File: src/rtl/transpose_buffer.sv
// transpose_buffer: accepts 8x8 byte blocks in row-major order and emits each
// block in column-major order. Output is issued in 8-byte column bursts; the
// downstream ready gates only the first beat of each column.
//
// Build option: define TRANSPOSE_PINGPONG_EN for two banks, so one block can
// fill while the other drains. Without it there is a single bank, and the
// write/read bank selects are fixed at 0.
//
// Ports:
//   clk      rising-edge clock
//   rst_n    asynchronous active-low reset
//   ena_in   upstream write strobe
//   in       upstream data byte (row-major)
//   rdy_out  block can accept a byte this cycle (combinational)
//   rdy_in   downstream ready to start an 8-byte column burst
//   ena_out  out carries a valid byte this cycle (combinational)
//   out      output data byte (column-major, combinational)
module transpose_buffer (
    input  logic       clk,
    input  logic       rst_n,
    input  logic       ena_in,
    input  logic [7:0] in,
    output logic       rdy_out,
    input  logic       rdy_in,
    output logic       ena_out,
    output logic [7:0] out
);

    localparam int unsigned DW = 8;
    localparam int unsigned IW = 6;
`ifdef TRANSPOSE_PINGPONG_EN
    localparam int unsigned NB = 2;
`else
    localparam int unsigned NB = 1;
`endif
    localparam int unsigned AW    = IW + $clog2(NB);
    localparam int unsigned DEPTH = NB * 64;

    logic [IW-1:0] r_widx;
    logic [IW-1:0] r_ridx;
    logic [DW-1:0] r_mem [DEPTH];

    logic          w_wr;
    logic          w_rd;
    logic          w_wr_last;
    logic          w_rd_last;
    logic          w_full_wsel;
    logic          w_full_rsel;
    logic [AW-1:0] w_waddr;
    logic [AW-1:0] w_raddr;

    // Write/read handshakes; a block completes on index 63.
    assign w_wr      = ena_in && rdy_out;
    assign w_rd      = ena_out;
    assign w_wr_last = w_wr && (r_widx == IW'(63));
    assign w_rd_last = w_rd && (r_ridx == IW'(63));

    assign rdy_out = !w_full_wsel;
    // Mid-column beats (ridx[2:0] != 0) continue regardless of rdy_in.
    assign ena_out = w_full_rsel && (rdy_in || (r_ridx[2:0] != 3'd0));

`ifdef TRANSPOSE_PINGPONG_EN
    logic       r_wsel;
    logic       r_rsel;
    logic [1:0] r_full;
    logic [1:0] w_full_nxt;

    assign w_full_wsel = r_full[r_wsel];
    assign w_full_rsel = r_full[r_rsel];
    assign w_waddr     = {r_wsel, r_widx};
    // Read column ridx[5:3], row ridx[2:0] from row-major storage.
    assign w_raddr     = {r_rsel, r_ridx[2:0], r_ridx[5:3]};

    // Set and clear may land on different banks in the same cycle.
    always_comb begin
        w_full_nxt = r_full;
        if (w_wr_last) w_full_nxt[r_wsel] = 1'b1;
        if (w_rd_last) w_full_nxt[r_rsel] = 1'b0;
    end

    // Bank selects and full flags.
    always_ff @(posedge clk or negedge rst_n) begin
        if (!rst_n) begin
            r_wsel <= 1'b0;
            r_rsel <= 1'b0;
            r_full <= 2'b00;
        end else begin
            r_full <= w_full_nxt;
            if (w_wr_last) r_wsel <= ~r_wsel;
            if (w_rd_last) r_rsel <= ~r_rsel;
        end
    end
`else
    logic r_full;

    assign w_full_wsel = r_full;
    assign w_full_rsel = r_full;
    assign w_waddr     = r_widx;
    assign w_raddr     = {r_ridx[2:0], r_ridx[5:3]};

    // Single bank: write and read completion are mutually exclusive.
    always_ff @(posedge clk or negedge rst_n) begin
        if (!rst_n) begin
            r_full <= 1'b0;
        end else if (w_wr_last) begin
            r_full <= 1'b1;
        end else if (w_rd_last) begin
            r_full <= 1'b0;
        end
    end
`endif

    // Write and read indices, both wrapping 63 -> 0.
    always_ff @(posedge clk or negedge rst_n) begin
        if (!rst_n) begin
            r_widx <= '0;
            r_ridx <= '0;
        end else begin
            if (w_wr) r_widx <= r_widx + IW'(1);
            if (w_rd) r_ridx <= r_ridx + IW'(1);
        end
    end

    // Block storage, not reset.
    always_ff @(posedge clk) begin
        if (w_wr) r_mem[w_waddr] <= in;
    end

    assign out = r_mem[w_raddr];

endmodule
File: config.mk
export PLATFORM = sky130hd
export DESIGN_NAME = transpose_buffer
export DESIGN_NICKNAME = d
export VERILOG_FILES = /design/src/rtl/transpose_buffer.sv
export SDC_FILE = /design/constraint.sdc
export NUM_CORES = 1
export LEC_CHECK = 0
export BUFFER_PORTS_ARGS = -buffer_cell sky130_fd_sc_hd__buf_2
export CAP_MARGIN = 20
export CORE_MARGIN = 2
export CORE_UTILIZATION = 60
export CTS_CLUSTER_DIAMETER = 40
export DETAILED_ROUTE_END_ITERATION = 10
export HOLD_SLACK_MARGIN = 0.05
export PLACE_DENSITY = 0.86
export SYNTH_ARGS = -nofsm -noshare
export SYNTH_HDL_FRONTEND = slang
export SYNTH_SLANG_ARGS = --single-unit
File: constraint.sdc
create_clock -name clk -period 2.5 [get_ports clk]
set_input_delay 0.25 -clock clk [delete_from_list [all_inputs] [get_ports clk]]
set_output_delay 0.25 -clock clk [all_outputs]
set_load 0.02 [all_outputs]
; ---- Yosys cells after proc, flatten, opt, wreduce, memory -nomap -nowiden
; Memories as Yosys holds them, arrays and structs flattened.
; Cells that the tools add are included.
; Widths: inputs -> output; s select.
[totals]
reg_bits = 13
mem_bits_rw = 512
output_inout_bits = 10
elab_cells = 20
memories = 1
[mem_list]
columns = memory, depth, width, read_ports, rd_ports_with_merged_regs, wr, line_no
row1 = r_mem, 64, 8, 1, 0, 1, 41  ; logic [DW-1:0] r_mem [DEPTH];
[classes]
add_sub_neg = 2
eq_ne = 2
n_mux = 4
reduce_logical = 8
[op_table]
columns = op, n
row1 = $add 6x1->6 const B, 2
row2 = $eq 6x6->1 const B, 2
row3 = $logic_and 1x1->1, 4
row4 = $mux 1, 4
row5 = $reduce_bool 3->1, 1
row6 = $reduce_bool 2->1, 1
row7 = $logic_not 1->1, 1
row8 = $logic_or 1x1->1, 1

; ---- Depth between registers and ports, before layout
[depth]
word_depth = 6
ltp_mapped = 9
depth_no_buf = 5

; ---- Worst setup path before layout
; No wires, ideal clock.
[synth_path]
path_type = register -> output
from = reg r_ridx[4]
to = out out[5]
arrival_time_ns = 1.859
t_required_ns = 2.250
path_slack_ns = 0.391
stages_incl_launch_ff = 9
path_buffers = 3
path_cell_list = dfrtp_1 buf_2 or2_2 clkbuf_1 buf_2 o221ai_1 o21ai_0 o21ai_1 a2bb2oi_1
[synth_between]
elab_chain_cells = 1
[synth_rtl]
columns = item, line_no
row1 = "start, declared", 40  ; logic [IW-1:0] r_ridx;
row2 = "start signal, assigned", 120  ; if (w_rd) r_ridx <= r_ridx + IW'(1);
row3 = $mem_v2 64x8, --
row4 = "end, declared", 26  ; output logic [7:0] out
; No other way between the ends.

; ---- Final worst setup path
[layout_path]
from = reg r_ridx[3]
to = out out[1]
; The elaborated chain is that of the path after synthesis.

==> results.toml <==
[outcome]
status = "finished with violations"
violations = "negative setup slack"

[clocking]
clk_path_buf_depth = 3
ctsRootBufferMaster = "clkbuf_16"
cts_tree = "built"
cts.sinks = 525
htree_levels = 2
clk_pin_slew_ns = 0.06
cts-buffers-inserted = 54
clk_latency_ns = 0.59

[critical_path]
worstSetupPathType = "reg2out"
worstRegToRegCells = 5
worst_ep_required_time_ns = 2.25
critical_path.max_fanout = 5
start_kind = "register"
worstPathArrival_ns = 2.87
end_kind = "output pin"

[die]
rows = 67
die_y_um = 189
fp.dieW_um = 189
ios = 22
start_util_pct = 60.9
design.core.area_um2 = 33500
die-area_um2 = 35500

[placed_design]
place_area_um2 = 22000
io_buffer_count = 21
hpwl_um = 28700
place.gp.congestion = 0.851

[cells_and_area]
final_area_um2 = 24800
fin_nets = 1187
drive_above_1_share_pct = 36.9
final_util_pct = 74.0
synthToLayoutAreaGrowth_pct = 21.5
n_antenna_cell = 0

[yosys]
synth_cells = 997
async_reset_ff_share_pct = 2.48
yosys.cell_types.count = 43
synth_fp_nets = 1012
synth_area_leader_cell = "edfxtp_1"
synth_flop_cell = "edfxtp_1"
ys_warn_count = 0
ys_seq_elements = 525
synth.avg_cell_area_um2 = 20.5
ys_top_cells_by_area = "edfxtp_1, mux4_2, mux2i_1, o22ai_1, dfrtp_1"
ys_seq_area_share_pct = 76.8
syn_area_um2 = 20400
synth_edf_count = 512
synth_top_area_share_pct = 75.3

[grt]
antenna_found_initial = 0
grt_pass1_vias = 11500
grt.total_usage_pct = 29.3
grt_max_degree = 65
grt_remaining_overflow = 0
grt_pass1_wl_um = 75700

[power]
powerDensity_nw_per_um2 = 834
p_leak_uw = 0.00781
vdd_ir_drop_max_v = 0.000672

[route]
drt_iter0_markers = 1801
avgViaCountPerCell = 6.77
first_pass_iters = 6
num_vias = 11300
drt_wl_total_um = 51700
drc = 0
wl_per_cell_um = 31.1
postRouteAntennaNets = 0

[timing]
fin_crit_sh_pct = 125
setup_slack_ns = -0.624
tightest_slew_ns = 0.831
finClkSkew_ns = 0.0276
rsz0062_at_grt = "true"
relSlewSlack_pct = 44.4
setup_viol = 8
hold_viol_final = 0
max_freq_mhz = 320
maxSlewViolCount = 0
min_period_ns = 3.12

[flow_run]
cap_viol_max_count = 0

[worst_hold_path]
worstHoldPathType = "in2async"
path summary, 6_finish.rpt:
path	end	startpoint	slack (ns)
setup / recovery	out[1]	r_ridx[3]	-0.62
hold / removal	r_ridx[0]	rst_n	0.11
setup reg to reg	r_mem[26][5]	r_full	0.15
hold reg to reg	r_ridx[5]	r_ridx[5]	0.56
max in group asynchronous	r_ridx[3]	rst_n	2.10
min in group clk	r_mem[34][2]	in[2]	0.12
cells in the mapped netlist (7+ instances only):
cell type,count
edfxtp_1,512
mux4_2,109
nor2_1,66
o22ai_1,56
mux2i_1,41
clkbuf_1,19
nand2_1,19
nor3_1,17
a211oi_1,16
buf_2,15
dfrtp_1,13
nand3_1,11
buf_6,10
xnor2_1,8
nor4_1,7
o22a_1,7
cell families (layout without fill, tap and decap cells):
logic type	after synthesis	after routing	synth area share [%]
mux	151	151	14.1
flops	525	525	76.8
compound gates	97	97	3.17
simple gates	148	148	3.35
buf+inv	63	283	1.94
xor+xnor	10	10	0.429
fa+ha+maj	3	3	0.184
critical path: stages (launching register included):
cell and delay (ns):
dfrtp_4 0.57, buf_12 0.18, buf_4 0.15, mux4_2 0.33, o22ai_1 0.16, nor4_4 0.49
o22a_1 0.27, buf_6 0.14
cells in the final DEF (no fill, tap or decap), drive strengths merged, types with 7 or more instances in the layout:
master / n
o22ai: 56
nor4: 7
inv: 15
nand3: 11
o21ai: 7
o22a: 7
clkinv: 17
bufinv: 10
nand2: 19
nor3: 17
a211oi: 16
buf: 173
mux2i: 41
clkbuf: 63
edfxtp: 512
dfrtp: 13
mux4: 109
xnor2: 8
nor2: 66
state kept, by name, indices dropped and copies added, names as in the netlist:
signal and flops:
r_ridx 6, r_mem 512, r_full 1, r_widx 6
what timing repair did:
item / in CTS / in global routing
setup endpoints to repair: 9 / 9
gates resized for setup: 81 / 48
gates cloned: 5 / 1
hold buffers: 1 / 0
buffers inserted: 10 / 6
pin swaps: 21 / 19
hold endpoints to repair: 13 / 0
metrics by stage:
step                worst slack [ns]  std cells  total power, µW  setup TNS (ns)  hold WS, ns
finish                        -0.624       1665            20700           -4.29        0.106
global placement              -0.253       1552            11900          -0.281        0.164
floorplan                      0.391        997            11200               0      -0.0456
CTS                           -0.583       1662            20500           -4.26       0.0832
global route                  -0.630       1665            21100           -4.74        0.128
detailed placement            -0.324       1552            11900          -0.371        0.165
power breakdown:
part	switching, µW	total (µW)	leakage (µW)	internal, µW
Combinational	1210	1840	0.00211	628
Sequential	256	10300	0.00477	10000
Clock	3450	8580	0.000932	5130
per-layer routing:
metal  GRT usage (%)  wire [µm]
met4            10.2       1610
met2            49.1      26800
met1            39.5      18500
met5               0          0
met3            5.23       4770
cell type report:
class | instances | area, µm²
clock buffer | 62 | 1400
sequential | 525 | 15700
clock inverter | 39 | 508
multi-input combinational | 409 | 4890
inverter | 6 | 22.5
tap | 448 | 561
timing repair buffer | 176 | 1730
fill | 1713 | 8710
(Power assumes the default switching activity.)
